**config.mk**
```make
export PLATFORM = sky130hd
export DESIGN_NAME = tdm_demux4
export DESIGN_NICKNAME = d
export VERILOG_FILES = /design/src/rtl/tdm_pkg.sv /design/src/rtl/tdm_gap_timer.sv /design/src/rtl/tdm_demux4.sv
export SDC_FILE = /design/constraint.sdc
export NUM_CORES = 1
export LEC_CHECK = 0
export ABC_AREA = 1
export ABC_CLOCK_PERIOD_IN_PS = 3930
export BUFFER_PORTS_ARGS = -buffer_cell sky130_fd_sc_hd__buf_2
export CORE_MARGIN = 1
export CORE_UTILIZATION = 50
export CTS_BUF_LIST = sky130_fd_sc_hd__clkbuf_4 sky130_fd_sc_hd__clkbuf_8
export CTS_CLUSTER_DIAMETER = 150
export DETAILED_ROUTE_END_ITERATION = 8
export PLACE_DENSITY = 0.75
export REMOVE_ABC_BUFFERS = 1
export SLEW_MARGIN = 40
export SYNTH_ARGS = -nofsm -noshare
export SYNTH_HDL_FRONTEND = slang
export SYNTH_SLANG_ARGS = --single-unit
```
**constraint.sdc**
```tcl
create_clock -name clk -period 3.93 [get_ports clk]
set_input_delay 0 -clock clk [delete_from_list [all_inputs] [get_ports clk]]
set_output_delay 0 -clock clk [all_outputs]
set_load 0.02 [all_outputs]
```
**src/rtl/tdm_pkg.sv**
```systemverilog
// Shared definitions for the four-slot TDM link.
// Used by both the multiplexer side and the tdm_demux4 receiver.
package tdm_pkg;

  // Number of time slots (channels) in one frame.
  localparam int NUM_SLOTS = 4;

  // Receiver alignment state.
  typedef enum logic {
    HUNT    = 1'b0,
    COLLECT = 1'b1
  } tdm_state_e;

endpackage

```
**src/rtl/tdm_gap_timer.sv**
```systemverilog
// Idle-gap timer for the TDM receiver.
// Counts cycles while 'en' is high and reports a timeout on the cycle
// in which the count would pass GAP_MAX.
// Ports:
//   clk     : rising-edge clock
//   rst_n   : asynchronous active-low reset
//   clr     : synchronous clear of the count
//   en      : count this cycle (an idle cycle inside a partial frame)
//   expired : combinational timeout, valid in the cycle that would overflow
module tdm_gap_timer #(
  parameter int GAP_MAX = 15
) (
  input  logic clk,
  input  logic rst_n,
  input  logic clr,
  input  logic en,
  output logic expired
);

  localparam int CW = $clog2(GAP_MAX + 1);

  logic [CW-1:0] cnt_q, cnt_d;

  // An idle cycle arriving when the count already sits at GAP_MAX is the
  // one that would exceed the limit.
  assign expired = en && (cnt_q == CW'(GAP_MAX));

  // The count restarts after a timeout so the next frame starts clean;
  // otherwise it saturates at GAP_MAX.
  always_comb begin
    cnt_d = cnt_q;
    if (clr || expired) begin
      cnt_d = '0;
    end else if (en && (cnt_q != CW'(GAP_MAX))) begin
      cnt_d = cnt_q + CW'(1);
    end
  end

  always_ff @(posedge clk or negedge rst_n) begin
    if (!rst_n) begin
      cnt_q <= '0;
    end else begin
      cnt_q <= cnt_d;
    end
  end

endmodule

```
**src/rtl/tdm_demux4.sv**
```systemverilog
// Four-slot time-division demultiplexer.
// Aligns to frame_sync, stages one sample per slot and publishes a whole
// frame at once on ch_data with a one-cycle ch_valid strobe.
// Ports:
//   clk, rst_n : clock and asynchronous active-low reset
//   din        : sample for the current slot
//   din_valid  : din carries a sample this cycle
//   frame_sync : marks a valid sample as slot 0
//   ch_data    : last complete frame, channel k at [k*WIDTH +: WIDTH]
//   ch_valid   : pulses when ch_data has just been updated
//   slot       : index of the next slot expected
//   locked     : high while aligned (COLLECT)
//   frame_err  : pulses when a partial frame is discarded
module tdm_demux4
  import tdm_pkg::*;
#(
  parameter int WIDTH   = 1,
  parameter int GAP_MAX = 15
) (
  input  logic                       clk,
  input  logic                       rst_n,
  input  logic [WIDTH-1:0]           din,
  input  logic                       din_valid,
  input  logic                       frame_sync,
  output logic [NUM_SLOTS*WIDTH-1:0] ch_data,
  output logic                       ch_valid,
  output logic [1:0]                 slot,
  output logic                       locked,
  output logic                       frame_err
);

  tdm_state_e                 state_q, state_d;
  logic [1:0]                 slot_q, slot_d;
  // Slot 3 is never staged: it goes straight into ch_data with slots 0..2.
  logic [WIDTH-1:0]           stage_q [3];
  logic [WIDTH-1:0]           stage_d [3];
  logic [NUM_SLOTS*WIDTH-1:0] ch_data_q, ch_data_d;
  logic                       ch_valid_q, ch_valid_d;
  logic                       frame_err_q, frame_err_d;
  logic                       gap_en;
  logic                       gap_expired;

  // Idle cycles only matter while a frame is partly collected.
  assign gap_en = (state_q == COLLECT) && (slot_q != 2'd0) && !din_valid;

  tdm_gap_timer #(
    .GAP_MAX (GAP_MAX)
  ) u_gap_timer (
    .clk     (clk),
    .rst_n   (rst_n),
    .clr     (!gap_en),
    .en      (gap_en),
    .expired (gap_expired)
  );

  always_comb begin
    state_d     = state_q;
    slot_d      = slot_q;
    stage_d     = stage_q;
    ch_data_d   = ch_data_q;
    ch_valid_d  = 1'b0;
    frame_err_d = 1'b0;

    case (state_q)
      HUNT: begin
        if (din_valid && frame_sync) begin
          stage_d[0] = din;
          slot_d     = 2'd1;
          state_d    = COLLECT;
        end
      end

      COLLECT: begin
        if (din_valid) begin
          if (frame_sync) begin
            // A sync anywhere but slot 0 abandons the partial frame and
            // realigns on this sample.
            frame_err_d = (slot_q != 2'd0);
            stage_d[0]  = din;
            slot_d      = 2'd1;
          end else if (slot_q == 2'd0) begin
            // Sync missing where a frame should start: alignment lost.
            frame_err_d = 1'b1;
            state_d     = HUNT;
          end else begin
            slot_d = slot_q + 2'd1;
            case (slot_q)
              2'd1:    stage_d[1] = din;
              2'd2:    stage_d[2] = din;
              default: begin
                ch_data_d  = {din, stage_q[2], stage_q[1], stage_q[0]};
                ch_valid_d = 1'b1;
              end
            endcase
          end
        end else if (gap_expired) begin
          frame_err_d = 1'b1;
          state_d     = HUNT;
          slot_d      = 2'd0;
        end
      end

      default: begin
        state_d = HUNT;
        slot_d  = 2'd0;
      end
    endcase
  end

  always_ff @(posedge clk or negedge rst_n) begin
    if (!rst_n) begin
      state_q     <= HUNT;
      slot_q      <= 2'd0;
      for (int i = 0; i < 3; i++) begin
        stage_q[i] <= '0;
      end
      ch_data_q   <= '0;
      ch_valid_q  <= 1'b0;
      frame_err_q <= 1'b0;
    end else begin
      state_q     <= state_d;
      slot_q      <= slot_d;
      stage_q     <= stage_d;
      ch_data_q   <= ch_data_d;
      ch_valid_q  <= ch_valid_d;
      frame_err_q <= frame_err_d;
    end
  end

  assign ch_data   = ch_data_q;
  assign ch_valid  = ch_valid_q;
  assign slot      = slot_q;
  assign locked    = (state_q == COLLECT);
  assign frame_err = frame_err_q;

endmodule
```
Word level (Yosys, flattened, before mapping)
Cells that the tools add are included.
- flip-flop bits (word level): 16
- $add $sub $neg: 2
- eq/ne operators: 9
- muxes and demuxes: 32
- bitwise gates (word level): 4
- reduce and logical (&&, ||, !) cells: 17
- operator list (cell ; number):
    $mux W1 ; 19
    $reduce_and A5 Y1 ; 3
    $mux W2 ; 7
    $mux W4 ; 2
    $ne A4 B4 Y1 const B ; 2
    $ne A2 B2 Y1 const B ; 3
    $reduce_and A3 Y1 ; 2
    $logic_and A1 B1 Y1 ; 5
    $add A4 B1 Y4 const B ; 1
    $eq A4 B4 Y1 const B ; 1
    $not A1 Y1 ; 4
    $pmux W1 S2 ; 2
    $pmux W2 S2 ; 1
    $reduce_bool A2 Y1 ; 2
    $mux W3 ; 1
    $ne A3 B2 Y1 const B ; 1
    $add A2 B1 Y2 const B ; 1
    $eq A2 B1 Y1 const B ; 1
    $eq A2 B2 Y1 const B ; 1
    $logic_not A1 Y1 ; 2
    $logic_not A2 Y1 ; 1
    $reduce_or A2 Y1 ; 1
    $logic_or A1 B1 Y1 ; 1

Depth between registers and ports, before layout
Gate-level depths: netlist of the first run.
- word-level depth: 7
- gate-level depth with buffers: 8
- depth with buffers taken out: 8

Cells and area by module
Synthesis of the first run repeated with hierarchy kept, for this count alone.
- cells, all modules: 102
- area total of the unflattened synthesis: 839.6 sq um
- by module, submodules not included (module ; instances ; cells an instance ; area each (sq um) ; seq. area each (sq um)):
    tdm_demux4 ; 1 ; 73 ; 618.1 ; 300.3
    tdm_gap_timer ; 1 ; 29 ; 221.5 ; 100.1

Worst setup path after synthesis of the first run
Ideal clock, no wire load.
- kind: register to register
- start: register slot_q[0] (netlist: slot[0])
- end: register stage_q[0] (netlist bit)
- data arrival time: 1.302 ns
- path slack: 2.506 ns
- stages on the path, launching flop included: 8
- buffers on the path: 0
- path through: dfrtp_1 inv_1 ha_1 inv_1 ha_1 nand3_1 nand2_1 o21ai_1
- word-level cells in the longest chain between the ends: 3
- elaborated cells between the ends (all ways): 4
- those cells by class: 1 x eq/ne; 1 x bitwise; 2 x reduce/logical
- RTL lines (element ; RTL line ; text):
    start, declared ; tdm_demux4.sv:33 ; logic [1:0] slot_q, slot_d;
    start signal, assigned ; tdm_demux4.sv:122 ; slot_q <= slot_d;
    $logic_not A2 Y1 ; tdm_demux4.sv:81 ; end else if (slot_q == 2'd0) begin
    $not A1 Y1 (no line) ; n/a ;
    $reduce_and A5 Y1 (no line) * ; n/a ;
    end signal, assigned ; tdm_demux4.sv:123 ; stage_q <= stage_d;
    end, declared ; tdm_demux4.sv:35 ; logic [WIDTH-1:0] stage_q [3];
Mark *: on every way between the ends. The rest lies on a longest branch, timed or not.
A chain may end at the register's enable or synchronous reset.

Worst setup path after layout of the first run
- start: register slot_q[0] (netlist: slot[0])
- end: register stage_q[1] (netlist bit)
Same word-level chain as after synthesis.

==> impl_metrics.tcl, run 1 <==
set metrics [dict create \
    outcome "complete, no violations" \
    layout_commonest_cell "nand2_1" \
    grt_pass1_wl_um 2370 \
    grtUsageTotal_pct 18.3 \
    period_share_pct 36.5 \
    start_util_pct 53.4 \
    dp_hpwl_um 1020 \
    drive_gt1_share_pct 22.3 \
    core-area_mm2 0.00149 \
    synthCells 85 \
    fillers 131 \
    maxCapViolCount 0 \
    vias_per_cell 5.08 \
    cts.sinks 16 \
    slew_headroom_pct 76.7 \
    fp.dieH_um 41.9 \
    drc_errors 0 \
    drt_first_iter_violations 20 \
    leakage_nw 0.505 \
    path_max_fanout 5 \
    powerDensity_mw_per_mm2 588 \
    gr-total-overflow 0 \
    yosysUniqueCellTypes 19 \
    routed.top_layer "met4" \
    register_area_um2 400 \
    finalSetupTns_ns 0 \
    final_cell_area_um2 926 \
    layout_common_cells "nand2_1, dfrtp_1, buf_2" \
    clock_skew_ns 0.00457 \
    endpoint_kind "register" \
    met3_length_um 61 \
    die_area_mm2 0.00175 \
    chipWidth_um 41.9 \
    num_rows 14 \
    cts_root_buffer "clkbuf_4" \
    cts_max_path_buffers 2 \
    htree_num_levels 1 \
    synthToLayoutAreaGrowth_pct 16.5 \
    drtPass1Iterations 4 \
    wl_um 1300 \
    numCtsBuffers 3 \
    first_global_vias 562 \
    ys_seq_elements 16 \
    critPathKind "reg2reg" \
    min_period_ns 1.43 \
    antenna_found_initial 0 \
    grt_setup_unrepaired "no" \
    hold_path_class "in2reg" \
    ys_warn_count 0 \
    post_cts_buffers 0 \
    drtAntennaViolNets 0 \
    multi_input_area_um2 348 \
    synthesis.area_um2 795 \
    wl_per_cell_um 10.9 \
    cts_tree "built" \
    dr_wl_met2_um 584 \
    start_kind "register" \
    clk_pin_slew_ns 0.09 \
    fmax_ghz 0.698 \
    portBuffers 13 \
    reg2reg_from "slot[0]" \
    maxSlewViolCount 0 \
    avgSynthCellArea_um2 9.35 \
    insertion_delay_ns 0.28 \
    gp_congestion 0.739 \
    worst_ep_arrival_time_ns 1.60 \
    diodes 0 \
    finalHoldViolCount 0 \
    ios 14 \
    nets 116 \
    required_ns 4.10 \
    seq_area_frac_synth_pct 50.4 \
    placed_area_um2 880 \
    tightest_slew_ns 0.349 \
    cp-startpoint "slot[0]" \
    irDropWorstVdd_uv 275 \
    setup_violations 0 \
    grt_max_degree 17 \
    route.vias.total 605 \
    min-delay-start "frame_sync" \
    wl_met1_um 636 \
]
-- report_power, final --
group | switching (mW) | leakage, nW | total [mW] | internal, mW
logic | 0.125 | 0.271 | 0.199 | 0.0745
clock network | 0.0494 | 0.0210 | 0.106 | 0.0563
registers | 0.0333 | 0.213 | 0.239 | 0.206
-- flip-flops by register name (all words and copies together), names as in the netlist --
signal and flops:
ch_data 4, ch_valid 1, frame_err 1, locked 1
slot 2, stage_q 3, u_gap_timer.cnt_q 4
-- cell type report --
| cell class | count | share of cell area [%] |
|---|---|---|
| Clock buffer | 4 | 3.92 |
| Inverter | 11 | 5.00 |
| Multi-Input combinational cell | 58 | 37.6 |
| Sequential cell | 16 | 43.2 |
| Tap cell | 16 | 2.16 |
| Timing Repair Buffer | 14 | 8.11 |
-- stage by stage --
step	util [%]	worst slack (ns)	hold slack [ns]	total power [mW]	cells
2_1_floorplan	-	2.51	-0.296	0.383	85
3_3_place_gp	59.1	2.59	-0.0738	0.435	114
3_5_place_dp	59.1	2.51	-0.0733	0.442	114
4_1_cts	62.2	2.49	0.0234	0.548	119
5_1_grt	62.2	2.34	0.0493	0.596	119
6_report	62.2	2.50	0.0264	0.544	119
-- cell families (layout without fill, tap and decap cells) --
group / Yosys count / after routing / synth area share [%]
AND/OR/NAND/NOR: 43 / 43 / 25.2
flip-flops: 16 / 16 / 50.4
buffers and inverters: 11 / 29 / 5.83
adder cells (fa/ha/maj): 7 / 7 / 11.0
AO/OA/AOI/OAI: 7 / 7 / 6.46
XOR/XNOR: 1 / 1 / 1.10
-- timing repair --
action / in CTS / in global routing
hold buffers: 1 / 0
resized for setup: 0 / 0
hold endpoints to repair: 16 / 0
-- Yosys cell counts --
library cell  count  area, um2
ha_1              7       87.6
nand4_1           1       6.26
o21a_1            1       7.51
inv_2             1       3.75
xnor2_1           1       8.76
nor2_1            4       15.0
o21bai_4          1       18.8
dfrtp_1          16        400
nor3_1            1       5.00
inv_1             9       33.8
nand2_2           1       6.26
nand2_1          26       97.6
nand3_1           7       35.0
nand3_4           1       17.5
nor3b_1           1       7.51
clkinv_4          1       8.76
nand3_2           1       10.0
o21ai_1           3       15.0
o21ai_0           2       10.0
-- metal layers --
metal | vias to the layer above | track usage [%]
li1 | 308 | -
met1 | 277 | 23.4
met2 | 18 | 28.7
met3 | 2 | 4.35
met4 | 0 | 9.68
met5 | - | 0
-- critical path: stages (launching register included) --
cell and delay [ns]:
dfrtp_1 0.43, inv_1 0.11, ha_1 0.26, inv_1 0.11
ha_1 0.18, nand3_1 0.11, nand2_1 0.08, o21ai_1 0.06
-- final timing paths --
path	to	slack, ns	cells after the start
max	stage_q[1]	2.50	7
min	slot[1]	0.03	4
max reg2reg	stage_q[1]	2.50	7
min reg2reg	u_gap_timer.cnt_q[0]	0.47	1
max in group asynchronous	stage_q[1]	3.53	2
min in group asynchronous	ch_data[0]	0.15	2
Note: power is estimated with default switching activity, not from simulation.
==> run 2, diff against run 1 <==
Settings changed: ABC_CLOCK_PERIOD_IN_PS 3930 to 1200, PLACE_DENSITY 0.75 to 0.77.
Clock period 3.93 ns to 1.2 ns, I/O delays scaled along.
==> run 2 against run 1 <==
  * Via count rose by 9.1%
  * Combinational power grew to 5.0 times the previous value
  * Register-to-register slack lost 2.5 ns
  * Global-route usage rose by 1.6 points
  * Critical path depth down 2
  * Flip-flop and latch count is the same
  * Design area increased by 16%
  * Clock power rose to 2.6 times the previous value
  * Routed wire length is 28% higher
  * Highest routed layer unchanged
  * Hold slack worse by 0.0068 ns
  * Critical path type unchanged
==> impl_metrics.tcl, run 2 (synthesized netlist as in run 1, its figures left out) <==
set metrics [dict create \
    layout_commonest_cell "nand2_1" \
    required_ns 1.37 \
    timing.final.ws_setup_ns 0.0339 \
    cts_root_buffer "clkbuf_4" \
    fmax_ghz 0.858 \
    period_share_pct 97.2 \
    first_global_vias 624 \
    gp_congestion 0.751 \
    nets 127 \
    insertion_delay_ns 0.28 \
    clk_pin_slew_ns 0.08 \
    gr-total-overflow 0 \
    leakage_nw 0.547 \
    maxCapViolCount 0 \
    start_kind "register" \
    route.vias.total 660 \
    drtAntennaViolNets 0 \
    finalHoldViolCount 0 \
    hold_path_class "in2reg" \
    min_period_ns 1.17 \
    irDropWorstVdd_uv 1420 \
    drt_first_iter_violations 8 \
    endpoint_kind "register" \
    vias_per_cell 5.12 \
    cts_max_path_buffers 2 \
    setup_violations 0 \
    drtPass1Iterations 4 \
    powerDensity_mw_per_mm2 1910 \
    clock_skew_ns 0.00807 \
    core-area_mm2 0.00149 \
    tightest_slew_ns 0.357 \
    cts.sinks 16 \
    start_util_pct 53.4 \
    outcome "complete, no violations" \
    num_rows 14 \
    grt_setup_unrepaired "yes" \
    diodes 0 \
    worst_ep_arrival_time_ns 1.34 \
    htree_num_levels 1 \
    numCtsBuffers 3 \
    fp.dieH_um 41.9 \
    critPathKind "reg2reg" \
    dp_hpwl_um 1120 \
    ios 14 \
    grtUsageTotal_pct 20.0 \
    die_area_mm2 0.00175 \
    chipWidth_um 41.9 \
    drc_errors 0 \
    path_max_fanout 3 \
    wl_per_cell_um 12.9 \
    antenna_found_initial 0 \
    layout_common_cells "nand2_1, dfrtp_1, buf_2" \
    grt_pass1_wl_um 2620 \
    synthToLayoutAreaGrowth_pct 34.6 \
    maxSlewViolCount 0 \
    portBuffers 13 \
    wl_um 1660 \
    grt_max_degree 17 \
    cts_tree "built" \
    drive_gt1_share_pct 40.7 \
    pre_cts_ws_ns -0.0663 \
    hold-worst-slack_ns 0.0196 \
    slew_headroom_pct 76.2 \
]
==> run 2: cell types whose count changed in the layout (fill, tap and decap cells not counted), sizes merged <==
cell,change
clkbuf,-1
buf,+11
==> run 2: worst paths after layout <==
check	start	end	slack, ns	depth (start not counted)
setup / recovery	slot[0]	slot[1]	0.03	5
hold / removal	din	stage_q[1]	0.02	3
setup reg to reg	slot[0]	slot[1]	0.03	5
hold reg to reg	ch_data[1]	ch_data[1]	0.48	2
max in group asynchronous	rst_n	u_gap_timer.cnt_q[3]	0.77	2
min in group asynchronous	rst_n	locked	0.16	2
==> run 2: area by class of cell <==
cell class | count | area (um2)
Sequential cell | 16 | 400
Timing Repair Buffer | 25 | 165
Fill cell | 104 | 419
Clock buffer | 3 | 22.5
Tap cell | 16 | 20.0
Inverter | 11 | 46.3
Multi-Input combinational cell | 58 | 415
==> run 2: worst max-delay path: stages (launching register included) <==
cell	delay (ns)
dfrtp_1	0.40
inv_2	0.11
ha_2	0.27
nor3b_2	0.15
nand3_1	0.08
nand2_1	0.05
==> run 2: timing repair <==
action                                  CTS  global route
endpoints found under the hold margin    16             0
resized for setup                         5            15
hold buffers                              1             0
endpoints found under the setup margin    6            11
buffers inserted                          1             5
pin swaps                                 0             7
==> run 2: power by group <==
| part | internal [mW] | leakage [nW] | switching [mW] |
|---|---|---|---|
| Sequential | 0.674 | 0.213 | 0.0996 |
| Clock | 0.116 | 0.0138 | 0.155 |
| Combinational | 0.466 | 0.320 | 0.538 |
| Total | 1.26 | 0.547 | 0.793 |
==> run 2: per-layer routing <==
metal  GRT usage [%]  share of wire, %  vias to the layer above
met4            5.81              0.78                        0
met2            33.4                50                       18
met5               0                 0                        -
met1            25.0                45                      310
li1                -                 -                      330
met3            5.65               4.1                        2
==> run 2: per-stage QoR <==
stage / power, mW / util, % / instances / cell area [um2] / setup TNS, ns
finish: 2.05 / 71.8 / 129 / 1070 / 0
global placement: 1.53 / 61.6 / 119 / 917 / -0.00236
CTS: 1.91 / 65.5 / 124 / 975 / -0.00971
floorplan: 1.25 / - / 85 / 795 / -1.26
detailed placement: 1.58 / 61.6 / 119 / 917 / -0.218
global route: 2.21 / 71.8 / 129 / 1070 / -0.0874
